<file path="src/rtl/lloyds_kernel_sequencer.sv">
// Lloyd's k-means run controller: sequences the three ap_ctrl_hs
// kernels, steps block_address, and captures distortion/cycle counts.
module lloyds_kernel_sequencer #(
  parameter int N        = 128,
  parameter int D        = 3,
  parameter int B        = 16,
  parameter int NUM_ITER = 1,
  parameter int TIMEOUT  = 65535
) (
  input  logic        clk_in1,
  input  logic        reset,
  input  logic        run,
  output logic        busy,
  output logic        done,
  output logic        error,
  output logic        ap_start_1,
  output logic        ap_start_2,
  output logic        ap_start_3,
  input  logic        ap_ready_1,
  input  logic        ap_ready_2,
  input  logic        ap_ready_3,
  input  logic        ap_done_1,
  input  logic        ap_done_2,
  input  logic        ap_done_3,
  output logic [31:0] block_address,
  output logic [15:0] iteration,
  input  logic [31:0] distortion_out,
  input  logic        distortion_out_ap_vld,
  output logic [31:0] distortion,
  output logic [31:0] cycle_count
);

  generate
    if ((N % B) != 0 || N < B) begin : g_bad_nb
      $error("N must be a non-zero multiple of B");
    end
    if (NUM_ITER < 1) begin : g_bad_iter
      $error("NUM_ITER must be at least 1");
    end
  endgenerate

  localparam logic [31:0] LP_STEP = 32'(B * D);
  localparam logic [31:0] LP_LAST = 32'((N - B) * D);
  localparam logic [15:0] LP_ITER = 16'(NUM_ITER - 1);
  localparam logic [31:0] LP_TO   = 32'(TIMEOUT - 1);

  typedef enum logic [3:0] {
    IDLE, START_1, WAIT_1, START_2, WAIT_2,
    NEXT_BLK, START_3, WAIT_3, FINISH, ERR
  } state_t;

  state_t      r_state;
  state_t      w_next;
  logic        r_busy;
  logic        r_done;
  logic        r_err;
  logic        r_st1;
  logic        r_st2;
  logic        r_st3;
  logic [31:0] r_addr;
  logic [15:0] r_iter;
  logic [31:0] r_dist;
  logic [31:0] r_cnt;
  logic [31:0] r_wd;
  logic        w_cmp1;
  logic        w_cmp2;
  logic        w_cmp3;
  logic        w_active;
  logic        w_to;
  logic        w_last_it;
  logic        w_accept;
  logic        w_st_entry;

  // A kernel completes either on its wait done, or ready+done together.
  assign w_cmp1 = ((r_state == START_1) && ap_ready_1 && ap_done_1) ||
                  ((r_state == WAIT_1) && ap_done_1);
  assign w_cmp2 = ((r_state == START_2) && ap_ready_2 && ap_done_2) ||
                  ((r_state == WAIT_2) && ap_done_2);
  assign w_cmp3 = ((r_state == START_3) && ap_ready_3 && ap_done_3) ||
                  ((r_state == WAIT_3) && ap_done_3);

  assign w_active = r_state inside {START_1, WAIT_1, START_2,
                                    WAIT_2, START_3, WAIT_3};
  assign w_to       = w_active && (r_wd >= LP_TO);
  assign w_last_it  = (r_iter == LP_ITER);
  assign w_accept   = (r_state == IDLE) && run;
  assign w_st_entry = (w_next inside {START_1, START_2, START_3}) &&
                      (w_next != r_state);

  // Next-state decode; completion wins over a coincident timeout.
  always_comb begin
    w_next = r_state;
    unique case (r_state)
      IDLE:     if (run) w_next = START_1;
      START_1: begin
        if (w_cmp1)          w_next = START_2;
        else if (w_to)       w_next = ERR;
        else if (ap_ready_1) w_next = WAIT_1;
      end
      WAIT_1: begin
        if (w_cmp1)    w_next = START_2;
        else if (w_to) w_next = ERR;
      end
      START_2: begin
        if (w_cmp2)          w_next = NEXT_BLK;
        else if (w_to)       w_next = ERR;
        else if (ap_ready_2) w_next = WAIT_2;
      end
      WAIT_2: begin
        if (w_cmp2)    w_next = NEXT_BLK;
        else if (w_to) w_next = ERR;
      end
      NEXT_BLK: begin
        if (r_addr == LP_LAST) w_next = START_3;
        else                   w_next = START_2;
      end
      START_3: begin
        if (w_cmp3)          w_next = w_last_it ? FINISH : START_2;
        else if (w_to)       w_next = ERR;
        else if (ap_ready_3) w_next = WAIT_3;
      end
      WAIT_3: begin
        if (w_cmp3)    w_next = w_last_it ? FINISH : START_2;
        else if (w_to) w_next = ERR;
      end
      FINISH:   w_next = IDLE;
      ERR:      w_next = IDLE;
      default:  w_next = IDLE;
    endcase
  end

  // State register.
  always_ff @(posedge clk_in1 or posedge reset) begin
    if (reset) r_state <= IDLE;
    else       r_state <= w_next;
  end

  // Registered control outputs, decoded from the upcoming state.
  always_ff @(posedge clk_in1 or posedge reset) begin
    if (reset) begin
      r_busy <= 1'b0;
      r_done <= 1'b0;
      r_err  <= 1'b0;
      r_st1  <= 1'b0;
      r_st2  <= 1'b0;
      r_st3  <= 1'b0;
    end else begin
      r_st1  <= (w_next == START_1);
      r_st2  <= (w_next == START_2);
      r_st3  <= (w_next == START_3);
      r_busy <= !(w_next inside {IDLE, FINISH, ERR});
      r_done <= (w_next == FINISH);
      if (w_next == ERR) r_err <= 1'b1;
      else if (w_accept) r_err <= 1'b0;
    end
  end

  // Block address, iteration, distortion capture and cycle counter.
  always_ff @(posedge clk_in1 or posedge reset) begin
    if (reset) begin
      r_addr <= '0;
      r_iter <= '0;
      r_dist <= '0;
      r_cnt  <= '0;
    end else begin
      if (w_accept) begin
        r_addr <= '0;
        r_iter <= '0;
        r_cnt  <= '0;
      end else begin
        if (r_state == NEXT_BLK)
          r_addr <= (r_addr == LP_LAST) ? '0 : r_addr + LP_STEP;
        if (w_cmp3 && !w_last_it)
          r_iter <= r_iter + 16'd1;
        if (w_active && (r_cnt != '1))
          r_cnt <= r_cnt + 32'd1;
      end
      if (r_busy && distortion_out_ap_vld)
        r_dist <= distortion_out;
    end
  end

  // Watchdog: restarts on each kernel start, runs through its wait.
  always_ff @(posedge clk_in1 or posedge reset) begin
    if (reset)                        r_wd <= '0;
    else if (w_st_entry)              r_wd <= '0;
    else if (w_active && r_wd != '1)  r_wd <= r_wd + 32'd1;
  end

  assign busy          = r_busy;
  assign done          = r_done;
  assign error         = r_err;
  assign ap_start_1    = r_st1;
  assign ap_start_2    = r_st2;
  assign ap_start_3    = r_st3;
  assign block_address = r_addr;
  assign iteration     = r_iter;
  assign distortion    = r_dist;
  assign cycle_count   = r_cnt;

endmodule

</file>
<file path="config.mk">
export PLATFORM = sky130hd
export DESIGN_NAME = lloyds_kernel_sequencer
export DESIGN_NICKNAME = d
export VERILOG_FILES = /design/src/rtl/lloyds_kernel_sequencer.sv
export SDC_FILE = /design/constraint.sdc
export NUM_CORES = 1
export LEC_CHECK = 0
export CELL_PAD_IN_SITES_DETAIL_PLACEMENT = 0
export CELL_PAD_IN_SITES_GLOBAL_PLACEMENT = 2
export CORE_UTILIZATION = 32
export CTS_CLUSTER_DIAMETER = 80
export DETAILED_ROUTE_END_ITERATION = 8
export GPL_TIMING_DRIVEN = 1
export PLACE_DENSITY_LB_ADDON = 0.1
export SLEW_MARGIN = 20
export SYNTH_ARGS = -nofsm -noshare
export SYNTH_HDL_FRONTEND = slang
export SYNTH_SLANG_ARGS = --single-unit
</file>
<file path="constraint.sdc">
create_clock -name clk_in1 -period 6.27 [get_ports clk_in1]
set_input_delay 1.881 -clock clk_in1 [delete_from_list [all_inputs] [get_ports clk_in1]]
set_output_delay 1.881 -clock clk_in1 [all_outputs]
set_load 0.05 [all_outputs]
</file>
-- Word level (Yosys, flattened, before mapping)
Index checks and enable logic that the tools add are counted.
- add/sub/neg operators: 4
- magnitude comparators: 1
- eq/ne operators: 16
- multiplexer cells: 28
- reductions and logical operators: 32
- operators with widths (operator ; number):
    $mux 32 ; 7
    $add 32x1->32 const B ; 2
    $ne 32x32->1 const B ; 2
    $mux 4 ; 15
    $add 32x6->32 const B ; 1
    $eq 32x9->1 const B ; 1
    $ge 32x16->1 const B ; 1
    $mux 16 ; 2
    $pmux 4 s8 ; 1
    $eq 4x3->1 const B ; 5
    $add 16x1->16 const B ; 1
    $logic_and 1x1->1 ; 16
    $logic_not 16->1 ; 1
    $eq 4x2->1 const B ; 3
    $reduce_bool 2->1 ; 5
    $eq 4x1->1 const B ; 2
    $eq 4x4->1 const B ; 2
    $logic_not 4->1 ; 2
    $reduce_bool 3->1 ; 2
    $reduce_bool 6->1 ; 1
    $ne 4x4->1 ; 1
    $logic_or 1x1->1 ; 3
    $mux 3 ; 1
    $logic_not 1->1 ; 2
    $mux 1 ; 2
- register bits: 154
- input bits: 42

-- Logic depth before layout (Yosys ltp)
- depth in word-level cells: 10
- mapped depth: 12
- depth with buffers taken out: 11

-- Worst setup path before layout
OpenSTA, ideal clock, no wires.
- path kind: input-to-reg
- start: in ap_ready_3
- end: reg r_wd[6]
- library setup time: 119 ps
- arrival time: 3513 ps
- data required time: 6151 ps
- path slack: 2638 ps
- stages on the path: 9
- buffers on the path: 1
- cell sequence: and3b_1 o21ai_0 a21o_1 a311oi_1 and2_1 mux2i_1 a211oi_4 buf_6 nor2_1
- word-level cells in the longest chain between the ends: 9
- elaborated cells on any way between the ends: 16
- those cells by class: 4 x eq/ne; 6 x mux; 6 x reduce/logical
- RTL lines (what ; line ; text):
    start: declaration ; 21 ; input logic ap_ready_3,
    $logic_and 1x1->1 (2 in series) ; 79 ; assign w_cmp3 = ((r_state == START_3) && ap_ready_3 && ap_done_3) ||
    $logic_or 1x1->1 ; 79 ;
    $mux 4 (on tied branches) ; 123, 118 ;
    $pmux 4 s8 (*) ; 93 ; unique case (r_state)
    $eq 4x1->1, or another cell as far along ; 87 ; assign w_st_entry = (w_next inside {START_1, START_2, START_3}) &&
    $reduce_bool 3->1 ; 87 ;
    $logic_and 1x1->1 (*) ; 87 ;
    $mux 32 / $reduce_bool 2->1 (equally long branches) ; -- ;
    end signal: assignment ; 187 ; else if (w_active && r_wd != '1) r_wd <= r_wd + 32'd1;
    end: declaration ; 64 ; logic [31:0] r_wd;
Mark *: on every way between the ends. The rest lies on a longest branch, timed or not.
A chain may end at the register's enable or synchronous reset.

-- Worst setup path in the final report
- start: in ap_ready_3
- end: reg r_wd[14]
The elaborated chain is that of the path after synthesis.

==> flow_summary.yaml <==
synthesis:
  synth-simple-area-share: 0.232
  synth_top_family_by_area: "simple AND/OR/NAND/NOR gates"
  synthXorXnorAreaFrac: 0.0843
  synth-compound-area-share: 0.0993
  synth_area_um2: 7690
  synth-main-ff-cell: "dfrtp_1"
  synthArstFlopShare: 1.00
  synth_warnings: 0
  ys_ff_latch: 150
  synth.area.mux_share: 0.0535
  ys_seq_area_frac: 0.488
  synth_edf_count: 0
  synthDistinctLibCells: 64
  synthCells: 798
  synthAdderAreaFrac: 0.0114
  postSynthAreaPerCell_um2: 9.63
clock_tree:
  path_clk_slew_ps: 60
  htreeDepth: 4
  cts_root_buf: "clkbuf_16"
  clk_path_buf_depth: 2
  cts_made_buffers: 17
  holdBufCountCts: 0
  cts_resized: 0
  insertion_delay_ps: 420
  cts_tree: "done"
  postCtsSetupRepairBufs: 0
  cts_sinks: 150
route:
  drcViolationCount: 0
  wl_per_cell_um: 16.1
  wirelength_um: 20600
  vias: 6386
  first_iter_violations: 287
  drt_pass1_iterations: 4
  ant_nets: 0
  vias_per_cell: 4.98
global_route:
  antenna_found_initial: 1
  grt_max_degree: 82
  overflow: 0
  grt_pass1_vias: 6368
  grt_pass1_wl_um: 33500
  grt_use_total: 0.172
layout:
  final_cell_mix: "155 x clkdlybuf4s50_1, 150 x dfrtp_1, 118 x nor2_1"
  final_area_um2: 10100
  final_common_cell: "clkdlybuf4s50_1"
  fillCellCount: 2322
  fin_nets: 998
  drive_above_1_share: 0.0915
  area.growth.synth_to_final_pct: 31.9
pwr:
  p_per_area_nw_per_um2: 394
  p_leak_nw: 4.22
  ir_drop_uv: 232
  p_total_mw: 3.99
worst_setup_path:
  cp_cell_sequence: "clkdlybuf4s50_1 -> o21ai_0 -> nor3_2 -> o2111ai_1 -> a311oi_2 -> mux2i_1 -> a211oi_4 -> nor2_1"
  rrSetupSlack_ps: 2360
  rr_startpoint: "block_address[5]"
  r2r-end: "r_wd[14]"
  crit_fanout: 17
  crit_type: "input port to register"
  arrival_ps: 4550
  end_kind: "register"
  cp_slowest_cell: "a211oi_4"
  max_stage_delay_ps: 690
  worstPathRequired_ps: 6540
  startpoint_type: "input port"
  r2r_cells: 10
sta:
  worst_pin_slew_ps: 1010
  setup_tns_ps: 0
  setup_viol: 0
  finalHoldViolations: 0
  finalClockSkew_ps: 11.4
  relSlewSlack: 0.323
  rsz0062_at_grt: "no"
  period_needed_ps: 4280
  fin_crit_sh: 0.683
  fmax_mhz: 234
  slew_violations: 0
floorplan:
  dieArea_um2: 24700
  rows: 56
  core_area_um2: 23500
  die_w_um: 157
  ioPinCount: 160
  start_util: 0.327
  fp.dieH_um: 157
worst_hold_path:
  holdPathStages: 1
  min_to: "distortion[14]"
  hold_class: "register to register"
  hold_path_startpoint: "distortion[14]"
place:
  place_area_um2: 9560
  numPortBuffers: 155
  gp_congestion: 0.861
  hpwl_um: 14200
status:
  status: "finished clean"
job:
  drv_cap: 0
[report_power, final]
group / switching (mW) / internal (mW)
logic: 1.12 / 0.554
registers: 0.181 / 1.12
clock network: 0.446 / 0.567
total: 1.75 / 2.24
[per-layer routing]
metal | up-vias | routed length, µm | track usage
li1 | 3094 | - | -
met1 | 3153 | 9750 | 0.231
met2 | 120 | 9810 | 0.281
met3 | 19 | 814 | 0.0325
met4 | 0 | 257 | 0.0537
met5 | - | 0 | 0
[layout make-up]
type	count	area [µm²]	share of cell area
Antenna cell	1	2.50	0.000247
Clock buffer	18	439	0.0433
Clock inverter	14	140	0.0138
Inverter	23	91.3	0.00901
Multi-Input combinational cell	598	3720	0.367
Sequential cell	150	3750	0.370
Tap cell	319	399	0.0394
Timing Repair Buffer	159	1590	0.157
[synth_stat cells, types with 12 or more instances]
| library cell | instances | area share |
|---|---|---|
| xor2_1 | 44 | 0.050 |
| nand2_1 | 68 | 0.033 |
| clkbuf_1 | 17 | 0.0083 |
| inv_1 | 22 | 0.011 |
| nand4_1 | 23 | 0.019 |
| nor2_1 | 119 | 0.058 |
| nor3_1 | 14 | 0.0091 |
| a21oi_1 | 22 | 0.014 |
| mux2_2 | 33 | 0.048 |
| nand3_1 | 40 | 0.026 |
| xnor2_1 | 30 | 0.034 |
| o21ai_0 | 52 | 0.034 |
| nor4_1 | 12 | 0.0098 |
| and3_1 | 21 | 0.017 |
| dfrtp_1 | 150 | 0.49 |
[worst max-delay path by stage]
stage | end | from | slack, ps | depth (start not counted)
after floorplan | ap_start_1 | reset | 350 | 1
after global routing | r_wd[11] | ap_ready_3 | 1760 | 8
after CTS | r_wd[14] | ap_ready_3 | 2000 | 8
after global placement | r_wd[12] | ap_ready_3 | 1700 | 9
final | r_wd[14] | ap_ready_3 | 1990 | 8
after detailed placement | r_wd[14] | ap_ready_3 | 1580 | 8
[flip-flops by register name (all words and copies together) (netlist names)]
register	flops
error	1
ap_start_1	1
distortion	32
ap_start_2	1
iteration	16
busy	1
cycle_count	32
done	1
r_wd	32
block_address	28
ap_start_3	1
r_state	4
[kinds of logic (layout without fill, tap and decap cells)]
family                   count (synthesis)  count (layout)
buffers and inverters                   53             214
other                                    1               5
flip-flops                             150             150
XOR/XNOR                                74              74
AO/OA/AOI/OAI                          118             118
adder cells (fa/ha/maj)                  7               7
AND/OR/NAND/NOR                        358             358
multiplexers                            37              37
[per-stage QoR]
step | hold WS (ps) | worst slack, ps | instances | utilization
floorplan | 510 | 353 | 801 | -
global placement | 485 | 1700 | 1249 | 0.406
CTS | 509 | 2000 | 1281 | 0.431
finish | 504 | 1990 | 1282 | 0.431
global route | 519 | 1760 | 1281 | 0.431
detailed placement | 494 | 1580 | 1249 | 0.406
[worst max-delay path: cells and delay by family]
kind | cells | cell delay (ps)
AO/OA/AOI/OAI | 4 | 1460
buffers and inverters | 1 | 560
AND/OR/NAND/NOR | 2 | 450
multiplexers | 1 | 200
Power figures use the tool's default switching activity.
